**src/rtl/mem_port_arbiter.sv**
```systemverilog
// mem_port_arbiter: round-robin arbiter sharing one RAM port between a CPU
// requester and an I/O requester. One transaction at a time; reads wait
// RD_LAT cycles for RAM data and return it on the owner's rdata/rvalid.
module mem_port_arbiter #(
  parameter int ADDR_W = 16,
  parameter int DATA_W = 16,
  parameter int RD_LAT = 2
) (
  input  logic              clk,
  input  logic              reset,
  input  logic              cpu_req,
  input  logic              cpu_we,
  input  logic [ADDR_W-1:0] cpu_addr,
  input  logic [DATA_W-1:0] cpu_wdata,
  output logic              cpu_gnt,
  output logic              cpu_rvalid,
  output logic [DATA_W-1:0] cpu_rdata,
  input  logic              io_req,
  input  logic              io_we,
  input  logic [ADDR_W-1:0] io_addr,
  input  logic [DATA_W-1:0] io_wdata,
  output logic              io_gnt,
  output logic              io_rvalid,
  output logic [DATA_W-1:0] io_rdata,
  output logic [ADDR_W-1:0] mem_addr,
  output logic [DATA_W-1:0] mem_wdata,
  output logic              mem_wren,
  input  logic [DATA_W-1:0] mem_rdata,
  output logic              busy
);

  typedef enum logic [1:0] {
    IDLE    = 2'd0,
    ACCESS  = 2'd1,
    WAIT    = 2'd2,
    CAPTURE = 2'd3
  } state_t;

  // Number of WAIT cycles between ACCESS and CAPTURE (zero when RD_LAT is 1).
  localparam logic [2:0] WAIT_CYCLES = 3'(RD_LAT - 1);
  localparam logic       OWN_CPU     = 1'b0;
  localparam logic       OWN_IO      = 1'b1;

  state_t              state_r;
  state_t              state_s;
  logic [2:0]          wait_cnt_r;
  logic [2:0]          wait_cnt_s;
  // Winner of the most recent grant; doubles as the owner of the
  // transaction in flight, since only one transaction runs at a time.
  logic                last_owner_r;
  logic                we_r;
  logic                grant_s;
  logic                winner_s;
  logic                win_we_s;
  logic [ADDR_W-1:0]   win_addr_s;
  logic [DATA_W-1:0]   win_wdata_s;

  // Next-state logic: arbitration in IDLE, fixed-length sequencing elsewhere.
  always_comb begin
    state_s    = state_r;
    wait_cnt_s = wait_cnt_r;
    grant_s    = 1'b0;
    winner_s   = last_owner_r;
    case (state_r)
      IDLE: begin
        if (cpu_req && io_req) begin
          grant_s  = 1'b1;
          winner_s = ~last_owner_r;
        end else if (cpu_req) begin
          grant_s  = 1'b1;
          winner_s = OWN_CPU;
        end else if (io_req) begin
          grant_s  = 1'b1;
          winner_s = OWN_IO;
        end else begin
          grant_s  = 1'b0;
          winner_s = last_owner_r;
        end
        if (grant_s) begin
          state_s = ACCESS;
        end else begin
          state_s = IDLE;
        end
      end
      ACCESS: begin
        if (we_r) begin
          state_s = IDLE;
        end else if (WAIT_CYCLES != 3'd0) begin
          state_s    = WAIT;
          wait_cnt_s = WAIT_CYCLES;
        end else begin
          state_s = CAPTURE;
        end
      end
      WAIT: begin
        if (wait_cnt_r <= 3'd1) begin
          state_s    = CAPTURE;
          wait_cnt_s = 3'd0;
        end else begin
          state_s    = WAIT;
          wait_cnt_s = wait_cnt_r - 3'd1;
        end
      end
      CAPTURE: begin
        state_s = IDLE;
      end
      default: begin
        state_s    = IDLE;
        wait_cnt_s = 3'd0;
      end
    endcase
  end

  // Select the winning requester's command fields.
  always_comb begin
    if (winner_s == OWN_IO) begin
      win_we_s    = io_we;
      win_addr_s  = io_addr;
      win_wdata_s = io_wdata;
    end else begin
      win_we_s    = cpu_we;
      win_addr_s  = cpu_addr;
      win_wdata_s = cpu_wdata;
    end
  end

  // State register and wait counter.
  always_ff @(posedge clk) begin
    if (reset) begin
      state_r    <= IDLE;
      wait_cnt_r <= 3'd0;
    end else begin
      state_r    <= state_s;
      wait_cnt_r <= wait_cnt_s;
    end
  end

  // Latch the winner's command; held stable until the next grant.
  always_ff @(posedge clk) begin
    if (reset) begin
      last_owner_r <= OWN_IO;
      we_r         <= 1'b0;
      mem_addr     <= '0;
      mem_wdata    <= '0;
    end else if (grant_s) begin
      last_owner_r <= winner_s;
      we_r         <= win_we_s;
      mem_addr     <= win_addr_s;
      mem_wdata    <= win_wdata_s;
    end
  end

  // Registered handshake pulses, write strobe and busy flag.
  always_ff @(posedge clk) begin
    if (reset) begin
      cpu_gnt    <= 1'b0;
      io_gnt     <= 1'b0;
      cpu_rvalid <= 1'b0;
      io_rvalid  <= 1'b0;
      mem_wren   <= 1'b0;
      busy       <= 1'b0;
    end else begin
      cpu_gnt    <= grant_s && (winner_s == OWN_CPU);
      io_gnt     <= grant_s && (winner_s == OWN_IO);
      cpu_rvalid <= (state_r == CAPTURE) && (last_owner_r == OWN_CPU);
      io_rvalid  <= (state_r == CAPTURE) && (last_owner_r == OWN_IO);
      mem_wren   <= grant_s && win_we_s;
      busy       <= (state_s != IDLE);
    end
  end

  // Capture RAM read data into the owning requester's data register.
  always_ff @(posedge clk) begin
    if (reset) begin
      cpu_rdata <= '0;
      io_rdata  <= '0;
    end else if (state_r == CAPTURE) begin
      if (last_owner_r == OWN_CPU) begin
        cpu_rdata <= mem_rdata;
      end else begin
        io_rdata <= mem_rdata;
      end
    end
  end

endmodule

```
**config.mk**
```make
export PLATFORM = sky130hd
export DESIGN_NAME = mem_port_arbiter
export DESIGN_NICKNAME = d
export VERILOG_FILES = /design/src/rtl/mem_port_arbiter.sv
export SDC_FILE = /design/constraint.sdc
export NUM_CORES = 1
export LEC_CHECK = 0
export ABC_AREA = 1
export BUFFER_PORTS_ARGS = -buffer_cell sky130_fd_sc_hd__buf_4
export CORE_ASPECT_RATIO = 0.7
export CORE_MARGIN = 3
export CORE_UTILIZATION = 45
export CTS_CLUSTER_DIAMETER = 150
export CTS_CLUSTER_SIZE = 12
export DETAILED_ROUTE_END_ITERATION = 10
export GPL_TIMING_DRIVEN = 0
export PLACE_DENSITY = 0.86
export SLEW_MARGIN = 20
export SYNTH_ARGS = -nofsm -noshare
export SYNTH_HDL_FRONTEND = slang
export SYNTH_SLANG_ARGS = --single-unit
export TNS_END_PERCENT = 50
```
**constraint.sdc**
```tcl
create_clock -name clk -period 2.34 [get_ports clk]
set_input_delay 0 -clock clk [delete_from_list [all_inputs] [get_ports clk]]
set_output_delay 0 -clock clk [all_outputs]
set_load 0.01 [all_outputs]
```
# Yosys cells after proc, flatten, opt, wreduce, memory -nomap -nowiden
# Cells that the tools add are included.
[totals]
in_bits = 86
output_inout_bits = 70
word_cells = 53
register_bits = 77
[classes]
eq_ne = 4
order_cmp = 1
addsub = 1
muxes = 19
bitwise = 2
reduce_logical = 12
[op_table]
columns = ["cell", "n"]
rows = [
  ["two-way mux 16 bit", 2],
  ["two-way mux 1 bit", 12],
  ["case mux 2 bit (4 select lines)", 1],
  ["logical AND 1 bit", 6],
  ["two-way mux 3 bit", 2],
  ["case mux 3 bit (2 select lines)", 1],
  ["AND reduction 2 bit", 3],
  ["== test 2 bit (second input constant)", 2],
  ["nonzero test 2 bit", 2],
  ["less-or-equal comparator 3 x 1 -> 1 bit (second input constant)", 1],
  ["subtractor 3 x 1 -> 3 bit (second input constant)", 1],
  ["== test 2 x 1 -> 1 bit (second input constant)", 1],
  ["zero test 2 bit", 1],
  ["two-way mux 2 bit", 1],
  ["!= test 2 bit (second input constant)", 1],
  ["inverter 1 bit", 2],
]

# Longest topological paths before layout
[logic_depth]
depth_word = 7
mapped_depth = 8
ltp_nobuf = 7

# Worst setup path after synthesis
# OpenSTA, ideal clock, no wires.
[synth_path]
path_kind = "flip-flop to flip-flop"
from = "register state_r[1]"
to = "register mem_addr[10]"
required_ns = 2.212
arrival_time_ns = 1.139
setup_ns = 0.128
period_less_slack_ns = 1.266
path_buffers = 1
path_stages_with_launch = 8
slack_ns = 1.074
cell_sequence = "dfxtp_1 > nor2_4 > nand3_2 > buf_2 > nand3_1 > nand2_1 > nor2_1 > nor2_1"
[synth_between]
elab_chain_cells = 3
elab_cells_between_ends = 4
cone_classes = "3 x mux; 1 x reduce/logical"
[synth_lines]
columns = ["element", "line", "text"]
rows = [
  ["from (decl)", "44", "state_t state_r;"],
  ["from (signal assigned)", "133", "state_r <= state_s;"],
  ["zero test 2 bit (*)", "64", "case (state_r)"],
  ["two-way mux 1 bit", "64", ""],
  ["two-way mux 16 bit", "116", "if (winner_s == OWN_IO) begin"],
  ["to (signal assigned)", "148", "mem_addr <= win_addr_s;"],
  ["to (decl)", "25", "output logic [ADDR_W-1:0] mem_addr,"],
]
# Mark *: on every way between the ends. The rest lies on a longest branch, timed or not.
# A chain may end at the register's enable or synchronous reset.

# Worst setup path after layout
[layout_path]
from = "register state_r[1]"
to = "register mem_wdata[5]"
[layout_between]
elab_chain_cells = 3
elab_cells_between_ends = 4
cone_classes = "3 x mux; 1 x reduce/logical"
[layout_lines]
columns = ["element", "line", "text"]
rows = [
  ["zero test 2 bit (*)", "64", ""],
  ["two-way mux 1 bit", "64", ""],
  ["two-way mux 16 bit", "116", ""],
  ["to (signal assigned)", "149", "mem_wdata <= win_wdata_s;"],
  ["to (decl)", "26", "output logic [DATA_W-1:0] mem_wdata,"],
]
# Marked as above.

==> flow_summary.ini <==
[worst_setup_path]
worstSetupPathType = flip-flop to flip-flop
crit_arrival_ns = 2.54
crit_required_ns = 2.59
reg2reg_depth = 6
timing.rr.start = state_r[1]
crit_path_max_fanout = 10
end_kind = flip-flop
rrSetupSlack_ns = 0.05
crit_chain = nor2_4, nand3_2, clkbuf_1, nand4_1, nand3_1, dlygate4sd3_1
r2r-end = mem_wdata[5]
crit_path_top_delay_cell = dlygate4sd3_1
critPathLaunchType = flip-flop
critPathMaxStageDelay_ns = 0.57

[finish]
fillCellCount = 360
area_growth_pct = 75.2
fin_area_sq_um = 5510
final_util_pct = 84.9
fin_cells = 764
final_nets = 757
layout_common_cells = 156 x buf_4, 83 x dlygate4sd3_1, 78 x nand2_1, 77 x dfxtp_1, 55 x nor2_1
drive_above_1_share_pct = 28.5
n_antenna_cell = 0
mostFrequentLayoutCell = buf_4

[sta]
relSlewSlack_pct = 59.5
fmaxAchievable_ghz = 0.437
maxSlewViolCount = 0
final.setup_skew_ns = 0.00480
setup_tns_ns = 0
hold_viol = 0
finalSetupViolations = 0
rsz0062_at_grt = false
min_period_over_period_pct = 97.9
period_minus_slack_ns = 2.29
tightestPinTransition_ns = 0.601

[grt]
grt_pass1_wl_um = 21700
grt_usage_pct = 34.1
grt_pass1_vias = 4435
grt_start_max_net_pins = 13
grt_overflow_total = 0
antenna_found_initial = 0

[min_path]
min_path_type = input port to flip-flop
hold_end = mem_addr[2]
min_from = io_addr[2]
hold_path_depth = 5

[detailed_routing]
wl_per_cell_um = 18.0
finalWirelength_um = 13800
drc = 0
vias_per_cell = 5.47
first_pass_iters = 5
dr_wl_met2_um = 6720
met1_length_um = 5070
drtIter0Drc = 377
vias = 4181
antenna_left = 0
maxUsedRoutingLayer = met4
wl_met3_um = 1300

[pwr]
p_leak_nw = 2.72
powerDensity_nw_per_um2 = 725
peakVddDrop_uv = 471

[clock_network]
htree_levels = 3
postCtsSetupBuffers = 0
clockBufferDepth = 2
clk_latency_ns = 0.36
cts_tree = built
clk_pin_slew_worst_paths_ns = 0.08
cts_buffers = 9
cts_root_buf = clkbuf_8
clock-sinks = 77

[yosys]
yosysSeqAreaShare_pct = 49.0
syn_area_sq_um = 3140
yosysTopAreaCell = dfxtp_1
yosysWarningCount = 0
syn_avg_cell_area_sq_um = 7.47
netlist_instances = 421
syn_nets = 509
yosys-top-cells-area = dfxtp_1 49%, nand2_1 9.3%, nor2_1 6.6%
synth.distinct_cells = 24
ys_ff_latch = 77
synth_top_area_share_pct = 49.0

[floorplan]
start_util_pct = 48.5
die_h_um = 75.9
pin_count = 156
core_area_sq_um = 6490
dieWidth_um = 106
rows = 24
dieArea_sq_um = 8040

[place]
dp_cells = 666
gp_congestion = 0.825
dp_hpwl_um = 7610
io_buffers = 154
place_area_sq_um = 4410

[job]
drv_cap = 0

[status]
status = finished clean
==> power by group <==
| part | internal [mW] | switching, mW |
|---|---|---|
| Combinational | 0.549 | 0.569 |
| Clock | 0.841 | 0.497 |
| Sequential | 1.45 | 0.0934 |
==> worst max-delay path: cells and delay by family, from the launching register on <==
family,cells,cell delay [ns]
buffers and inverters,2,0.92
AND/OR/NAND/NOR,4,0.86
flip-flops,1,0.38
==> Yosys cell counts <==
cell / count
nand4_1: 25
ha_1: 2
buf_2: 8
nand3_1: 37
buf_4: 2
xor2_1: 1
nor3_1: 1
buf_6: 1
o21bai_1: 7
o211ai_2: 1
nand2_1: 78
nand3_2: 1
inv_2: 3
nor2_4: 4
buf_1: 1
o21ai_0: 33
nor2_1: 55
clkbuf_1: 12
nand2_2: 2
o21ai_1: 1
a21oi_1: 26
inv_1: 42
dfxtp_1: 77
nor2_2: 1
==> kinds of logic (layout without fill, tap and decap cells) <==
logic type | Yosys count | after routing | share of synthesized area, %
AO/OA/AOI/OAI | 68 | 68 | 11.6
flip-flops | 77 | 77 | 49.0
AND/OR/NAND/NOR | 204 | 204 | 29.2
adder cells (fa/ha/maj) | 2 | 2 | 0.796
buffers and inverters | 69 | 321 | 9.03
XOR/XNOR | 1 | 1 | 0.279
==> how the worst max path moves through the flow <==
stage                     from      endpoint  slack (ns)  depth (start not counted)
global placement    state_r[1]  mem_addr[15]        0.79                          5
global route        state_r[1]  mem_wdata[7]       0.001                          6
detailed placement  state_r[1]  mem_addr[12]        0.73                          5
floorplan           state_r[1]  mem_addr[10]        1.07                          7
CTS                 state_r[1]  mem_addr[12]        0.19                          6
finish              state_r[1]  mem_wdata[5]        0.05                          6
==> routing by layer <==
metal / vias up / global-route usage (%)
met5: - / 0
met4: 0 / 17.5
met3: 82 / 11.9
met2: 263 / 58.6
met1: 1974 / 37.2
li1: 1862 / -
==> sequential cells by signal (all words and copies together), names as in the netlist <==
signal	flops
cpu_rdata	16
io_rdata	16
mem_addr	16
mem_wdata	16
wait_cnt_r	3
state_r	2
busy	1
cpu_gnt	1
cpu_rvalid	1
io_gnt	1
io_rvalid	1
last_owner_r	1
mem_wren	1
we_r	1
==> what timing repair did <==
item,4_1_cts,5_1_grt
resized for setup,0,2
hold endpoints to repair,69,0
hold buffers,83,0
endpoints found under the setup margin,0,2
==> cell type report <==
cell class,instances,area [sq um],share of cell area (%)
repair buffers,237,1990,36.1
flip-flops and latches,77,1540,28.0
multi-input cells,275,1320,23.9
inverters,45,169,3.07
clock buffers,11,141,2.57
clock inverters,4,120,2.18
plain buffers,24,116,2.11
well taps,91,114,2.07
==> metrics by stage <==
stage,setup slack (ns),total power [mW],hold slack [ns]
final,0.0494,4.00,0.0256
after global routing,0.000950,4.14,0.0554
after CTS,0.192,3.90,0.00483
after detailed placement,0.733,2.40,0.202
after global placement,0.787,2.38,0.198
after floorplan,1.07,1.98,0.110
Note: power is estimated with default switching activity, not from simulation.
